<file path="src/rtl/uart_pkg.sv">
// Shared UART definitions: FSM state encoding, parity select values, line idle level.
// Used by the transmitter now and by the receiver later.
package uart_pkg;

  typedef enum logic [2:0] {
    ST_IDLE   = 3'd0,
    ST_START  = 3'd1,
    ST_DATA   = 3'd2,
    ST_PARITY = 3'd3,
    ST_STOP   = 3'd4
  } uart_state_e;

  localparam logic PAR_EVEN        = 1'b0;
  localparam logic PAR_ODD         = 1'b1;
  localparam logic UART_IDLE_LEVEL = 1'b1;

  // Bit counter width; a 1-bit payload still needs a 1-bit counter.
  function automatic int unsigned uart_cnt_width(input int unsigned width);
    return (width > 1) ? $clog2(width) : 1;
  endfunction

endpackage

</file>
<file path="src/rtl/uart_parity_calc.sv">
// Combinational parity generator: XOR-reduce of the word, inverted for odd parity.
// Zero latency, no flow control.
module uart_parity_calc
  import uart_pkg::*;
#(
  parameter int DATA_WIDTH = 8
) (
  input  logic [DATA_WIDTH-1:0] i_data,
  input  logic                  i_par_typ,
  output logic                  o_par_bit
);

  assign o_par_bit = (^i_data) ^ (i_par_typ == PAR_ODD);

endmodule

</file>
<file path="src/rtl/uart_tx.sv">
// UART transmitter: start bit, DATA_WIDTH bits LSB first, optional parity, stop bit, one bit per i_clk.
// Start bit visible one edge after valid; requests arriving while o_busy is high are dropped, not queued.
module uart_tx
  import uart_pkg::*;
#(
  parameter int DATA_WIDTH = 8
) (
  input  logic                  i_clk,
  input  logic                  i_rst,
  input  logic [DATA_WIDTH-1:0] i_data,
  input  logic                  i_data_valid,
  input  logic                  i_par_en,
  input  logic                  i_par_typ,
  output logic                  o_tx_out,
  output logic                  o_busy
);

  localparam int unsigned CNT_W = uart_cnt_width(DATA_WIDTH);
  localparam logic [CNT_W-1:0] CNT_LAST = CNT_W'(DATA_WIDTH - 1);

  uart_state_e           state_q,   state_d;
  logic [CNT_W-1:0]      cnt_q,     cnt_d;
  logic [DATA_WIDTH-1:0] data_q,    data_d;
  logic                  par_en_q,  par_en_d;
  logic                  par_typ_q, par_typ_d;
  logic                  tx_q,      tx_d;
  logic                  busy_q,    busy_d;
  logic                  par_bit;

  uart_parity_calc #(
    .DATA_WIDTH (DATA_WIDTH)
  ) u_parity (
    .i_data    (data_q),
    .i_par_typ (par_typ_q),
    .o_par_bit (par_bit)
  );

  always_comb begin
    state_d   = state_q;
    cnt_d     = cnt_q;
    data_d    = data_q;
    par_en_d  = par_en_q;
    par_typ_d = par_typ_q;

    unique case (state_q)
      ST_IDLE: begin
        if (i_data_valid) begin
          state_d   = ST_START;
          data_d    = i_data;
          par_en_d  = i_par_en;
          par_typ_d = i_par_typ;
        end
      end
      ST_START: begin
        state_d = ST_DATA;
        cnt_d   = '0;
      end
      ST_DATA: begin
        if (cnt_q == CNT_LAST) begin
          state_d = par_en_q ? ST_PARITY : ST_STOP;
        end else begin
          cnt_d = cnt_q + 1'b1;
        end
      end
      ST_PARITY: state_d = ST_STOP;
      ST_STOP:   state_d = ST_IDLE;
      default:   state_d = ST_IDLE;
    endcase
  end

  // Outputs are decoded from the next state so the line changes on the same edge as the state.
  always_comb begin
    tx_d   = UART_IDLE_LEVEL;
    busy_d = 1'b1;
    unique case (state_d)
      ST_IDLE: begin
        tx_d   = UART_IDLE_LEVEL;
        busy_d = 1'b0;
      end
      ST_START:  tx_d = ~UART_IDLE_LEVEL;
      ST_DATA:   tx_d = data_d[cnt_d];
      ST_PARITY: tx_d = par_bit;
      ST_STOP:   tx_d = UART_IDLE_LEVEL;
      default: begin
        tx_d   = UART_IDLE_LEVEL;
        busy_d = 1'b0;
      end
    endcase
  end

  always_ff @(posedge i_clk) begin
    if (!i_rst) begin
      state_q   <= ST_IDLE;
      cnt_q     <= '0;
      data_q    <= '0;
      par_en_q  <= 1'b0;
      par_typ_q <= 1'b0;
      tx_q      <= UART_IDLE_LEVEL;
      busy_q    <= 1'b0;
    end else begin
      state_q   <= state_d;
      cnt_q     <= cnt_d;
      data_q    <= data_d;
      par_en_q  <= par_en_d;
      par_typ_q <= par_typ_d;
      tx_q      <= tx_d;
      busy_q    <= busy_d;
    end
  end

  assign o_tx_out = tx_q;
  assign o_busy   = busy_q;

endmodule

</file>
<file path="config.mk">
export PLATFORM = sky130hd
export DESIGN_NAME = uart_tx
export DESIGN_NICKNAME = d
export VERILOG_FILES = /design/src/rtl/uart_pkg.sv /design/src/rtl/uart_parity_calc.sv /design/src/rtl/uart_tx.sv
export SDC_FILE = /design/constraint.sdc
export NUM_CORES = 1
export LEC_CHECK = 0
export ABC_CLOCK_PERIOD_IN_PS = 4300
export CORE_MARGIN = 4
export CORE_UTILIZATION = 38
export DETAILED_ROUTE_END_ITERATION = 10
export HOLD_SLACK_MARGIN = 0.06
export PLACE_DENSITY_LB_ADDON = 0.1
export SYNTH_ARGS = -nofsm -noshare
export SYNTH_HDL_FRONTEND = slang
export SYNTH_SLANG_ARGS = --single-unit
</file>
<file path="constraint.sdc">
create_clock -name i_clk -period 4.3 [get_ports i_clk]
set_clock_uncertainty 0.15 [all_clocks]
set_input_delay 0.86 -clock i_clk [delete_from_list [all_inputs] [get_ports i_clk]]
set_output_delay 0.86 -clock i_clk [all_outputs]
set_load 0.05 [all_outputs]
</file>
==> impl_metrics.toml, run 1 <==
[grt]
grtUsageTotal_pct = 11.3
overflow = 0
grt_pass1_wl_um = 2970
grt_pass1_vias = 706
antenna_found_initial = 0
grt_start_max_net_pins = 16

[final_layout]
drive_gt1_share_pct = 6.67
num-fill-cells = 237
num-nets-final = 135
fin_cells = 148
area_growth_pct = 20.6
antenna_cells = 0
final_util_pct = 49.3

[synthesis]
synth.largest_area_cell = "dfxtp_1"
yosysSeqAreaShare_pct = 38.8
async_flop_share_pct = 0
synthTopCellsByCount = "nand2_1 (22), dfxtp_1 (18), a21boi_0 (10)"
syn_area_um2 = 930
synth.top_cell.area_share_pct = 38.8
syn_nets = 120
synthFlopType = "dfxtp_1"
synth.distinct_cells = 27
synth_edf_count = 0
ys_ff_latch = 18
synth.avg_cell_area_um2 = 8.77
netlist_top_cells_area = "dfxtp_1 (39%), nand2_1 (8.9%), a21boi_0 (8.1%)"
netlist_instances = 106
yosys.cell_count.top_type = "nand2_1"
yosys_warnings = 0

[power_and_ir_drop]
leakagePower_nw = 0.432
power_mw = 0.365
powerDensity_nw_per_um2 = 326
vdd_drop_max_mv = 0.256

[cts]
clk_pin_slew_worst_paths_ps = 100
post-cts-setup-buffer-count = 0
cts_root_buf = "clkbuf_4"
clkSinkCount = 18
clk_latency_ps = 290
cts_tree = "done"
cts-resized-gates = 0
ctsHoldBuffers = 0
clockBufferDepth = 2
cts_buffers = 3
h-tree-depth = 1

[worst_hold_path]
hold_depth = 2
hp-class = "flip-flop to flip-flop"

[route]
drc = 0
drt-pass1-iter-count = 5
first_iter_violations = 9
drt_wl_total_um = 1700
detail_route.wl_per_cell_um = 11.5
drtAntennaViolNets = 0
via_count = 723
vias_per_cell = 4.89

[placement]
dp.cells = 144
gp_congestion = 0.711
place.detailed.hpwl_um = 1310
io_buffers = 14
place_ws_ps = 1840

[floorplan]
placementRows = 17
core_area_um2 = 2280
die_area_um2 = 3300
die_y_um = 57.5
start_util_pct = 40.8
ios = 15
die_w_um = 57.5

[timing]
slew_violations = 0
tightest_slew_ps = 495
grt_setup_unrepaired = "no"
setup_ws_ps = 1860
relSlewSlack_pct = 66.9
finalSetupViolCount = 0
post-route-period-util_pct = 56.7
fin_crit_ps = 2440
hold_violations = 0
fmax_mhz = 410
fin_tns_setup_ps = 0

[critical_path]
slowest_stage = "clkdlybuf4s50_1"
reg2regPathDepth = 7
crit_type = "flip-flop to primary output"
cp.arrival_ps = 1430
crit_path_end_kind = "primary output"
cp_top_family = "buffers and inverters"
crit_chain = "clkdlybuf4s50_1"
path_max_fanout = 1
start_kind = "flip-flop"
r2r_slack_ps = 2360
cpPeakStageDelay_ps = 800
cp.required_ps = 3290
critical_path_buf_inv_count = 1
crit_cells = 1

[flow_run]
maxCapViolations = 0

[run_status]
status = "finished, final reports clean"
[cell type report]
type                    instances  area [um2]  area share (%)
flip-flops and latches         18         360            32.1
repair buffers                 14         140            12.5
well taps                      28        35.0            3.12
inverters                       2        7.51           0.670
multi-input cells              82         542            48.3
clock buffers                   4        36.3            3.24
[state kept, by name, summed over array words and instances (netlist names)]
register   flops
par_typ_q      1
data_q         8
cnt_q          3
state_q        3
o_tx_out       1
par_en_q       1
o_busy         1
[routing by layer]
layer  track usage [%]  share of wire, %  routed length (um)  vias to the layer above
met1              13.1                46                 790                      331
met3              4.07               3.8                  64                        2
li1                  -                 -                   -                      382
met5                 0                 0                   0                        -
met4              1.99               1.0                  17                        0
met2              19.8                49                 832                        8
[cell usage in the layout, fill, tap and decap left out, types with 4 or more instances in the layout]
master / netlist / layout
dfxtp_1: 18 / 18
nor2_1: 8 / 8
a21oi_1: 4 / 4
nand2_1: 22 / 22
mux2i_1: 7 / 7
a21boi_0: 10 / 10
xnor2_1: 8 / 8
clkdlybuf4s50_1: 0 / 14
[cell families after synthesis]
kind of cell | count (synthesis) | synth area share (%)
AO/OA/AOI/OAI | 21 | 17.2
XOR/XNOR | 8 | 7.54
adder cells (fa/ha/maj) | 1 | 1.35
buffers and inverters | 6 | 2.96
flip-flops | 18 | 38.8
multiplexers | 7 | 7.54
AND/OR/NAND/NOR | 45 | 24.6
[worst paths after layout]
path              startpoint        end
setup / recovery    o_tx_out   o_tx_out
setup reg to reg    cnt_q[0]   o_tx_out
hold / removal     par_typ_q  par_typ_q
hold reg to reg    par_typ_q  par_typ_q
[power by group]
group          leakage [nW]  switching [mW]  internal [mW]  total [mW]
combinational         0.264          0.0363         0.0389      0.0752
sequential            0.148          0.0113          0.177       0.189
clock                0.0210          0.0499         0.0515       0.101
total                 0.432          0.0974          0.268       0.365
[per-stage QoR]
stage | hold slack (ps) | cell area, um2
floorplan | 306 | 930
global placement | 323 | 1080
detailed placement | 330 | 1080
CTS | 345 | 1120
global route | 378 | 1120
finish | 337 | 1120
No activity file was read; power rests on OpenSTA's default activity.
==> inputs of run 2 (changes only) <==
--- a/config.mk
+++ b/config.mk
@@ -5,7 +5,7 @@
 export SDC_FILE = /design/constraint.sdc
 export NUM_CORES = 1
 export LEC_CHECK = 0
-export ABC_CLOCK_PERIOD_IN_PS = 4300
+export ABC_CLOCK_PERIOD_IN_PS = 2000
 export CORE_MARGIN = 4
 export CORE_UTILIZATION = 38
 export DETAILED_ROUTE_END_ITERATION = 10
==> constraint.sdc (replaced) <==
create_clock -name i_clk -period 2 [get_ports i_clk]
set_clock_uncertainty 0.15 [all_clocks]
set_input_delay 0.4 -clock i_clk [delete_from_list [all_inputs] [get_ports i_clk]]
set_output_delay 0.4 -clock i_clk [all_outputs]
set_load 0.05 [all_outputs]
==> impl_metrics.toml, run 2 (synthesized netlist as in run 1, its figures left out) <==
[power_and_ir_drop]
power_mw = 0.797
p_clk_share_pct = 28.5
internal_power_mw = 0.579
p_seq_share_pct = 50.9
vdd_drop_max_mv = 0.372
combPwrFrac_pct = 20.6
swShare_pct = 27.4
powerDensity_nw_per_um2 = 694
switching_power_mw = 0.218
leakagePower_nw = 0.452

[floorplan]
ios = 15
core_area_um2 = 2280
die_y_um = 57.5
start_util_pct = 40.8
placementRows = 17
die_area_um2 = 3300
die_w_um = 57.5

[critical_path]
start_kind = "flip-flop"
r2r_slack_ps = 140
crit_type = "flip-flop to flip-flop"
crit_path_end_kind = "flip-flop"
reg2regPathDepth = 8
crit_start = "cnt_q[0]"
r2r_start = "cnt_q[0]"
path_max_fanout = 4
cp.arrival_ps = 1890
cp.required_ps = 2030

[grt]
top_usage_layer = "met2"
met3_usage_pct = 2.71
grtUsageTotal_pct = 11.3
grt_pass1_vias = 659
grt_use_met2_pct = 18.7
grt_pass1_wl_um = 2900
grt_start_max_net_pins = 15
met1_usage_pct = 13.7
antenna_found_initial = 0
overflow = 0

[timing]
fin_tns_setup_ps = 0
grt_setup_unrepaired = "no"
fin_crit_ps = 1860
fmax_mhz = 538
tightest_slew_ps = 380
post-route-period-util_pct = 93.0
hold_violations = 0
finalSetupViolCount = 0
slew_violations = 0
relSlewSlack_pct = 74.7

[cts]
clkSinkCount = 18
cts_root_buf = "clkbuf_4"
cts_tree = "done"
cts_buffers = 3
clockBufferDepth = 2
ctsHoldBuffers = 0
clk_latency_ps = 300
clk_pin_slew_worst_paths_ps = 100
h-tree-depth = 1

[final_layout]
reg_top3 = "data_q (8), cnt_q (3), state_q (3)"
antenna_cells = 0
largest_register = "data_q"
area_growth_pct = 23.6
largest_reg_flops = 8
drive_gt1_share_pct = 12.9
layout_common_cells = "nand2_1 (22), dfxtp_1 (16), clkdlybuf4s50_1 (12)"
num-nets-final = 139
final_common_cell = "nand2_1"

[worst_hold_path]
hp-start = "data_q[6]"
hp-class = "flip-flop to flip-flop"
hold_depth = 2

[route]
first_iter_violations = 6
vias_per_cell = 4.87
drt-pass1-iter-count = 4
via_count = 740
detail_route.wl_per_cell_um = 11.8
drtAntennaViolNets = 0
drc = 0
drt_wl_total_um = 1800

[placement]
io_buffers = 14
gp_congestion = 0.734
place.detailed.hpwl_um = 1370

[run_status]
status = "finished, final reports clean"

[flow_run]
maxCapViolations = 0
## run 2: worst max-delay path, stage by stage (launching register included)
cell      delay (ps)
dfxtp_2          350
ha_1             210
nor4bb_4         180
a211oi_4         190
buf_4            180
mux2i_1          190
mux2i_1           90
mux2i_1          150
o21ai_1           70
## run 2: worst paths after layout
path	to
setup / recovery	o_tx_out
hold / removal	data_q[6]
setup reg to reg	o_tx_out
hold reg to reg	data_q[6]
## run 2: layout make-up
type	instances	area (um2)
well taps	28	35.0
multi-input cells	82	542
repair buffers	18	165
flip-flops and latches	18	363
inverters	2	7.51
fillers	230	1130
clock buffers	4	36.3
## run 2: stage by stage
step,hold WS (ps),util (%),setup WS [ps],std cells,instance area (um2)
floorplan,306,-,242,106,930
global placement,325,48.1,169,146,1090
detailed placement,338,48.1,63.3,146,1090
CTS,354,49.7,35.3,150,1130
global route,379,50.5,31.2,152,1150
finish,344,50.5,141,152,1150
## run 2: timing repair
action,in CTS,in global routing
endpoints found under the setup margin,0,1
gates resized for setup,0,2
buffers inserted,0,2
## run 2: layer usage
layer,vias to the layer above,wire (um),share of wire [%]
met4,0,29,1.6
li1,390,-,-
met5,-,0,0
met2,7,900,50
met3,4,52,2.9
met1,339,819,45
## run 2: power groups by stage
stage	Clock (mW)	Sequential, mW	Combinational [mW]
floorplan	0	0.418	0.109
global placement	0	0.414	0.164
detailed placement	0	0.414	0.167
CTS	0.235	0.406	0.168
global route	0.252	0.410	0.183
finish	0.227	0.406	0.165
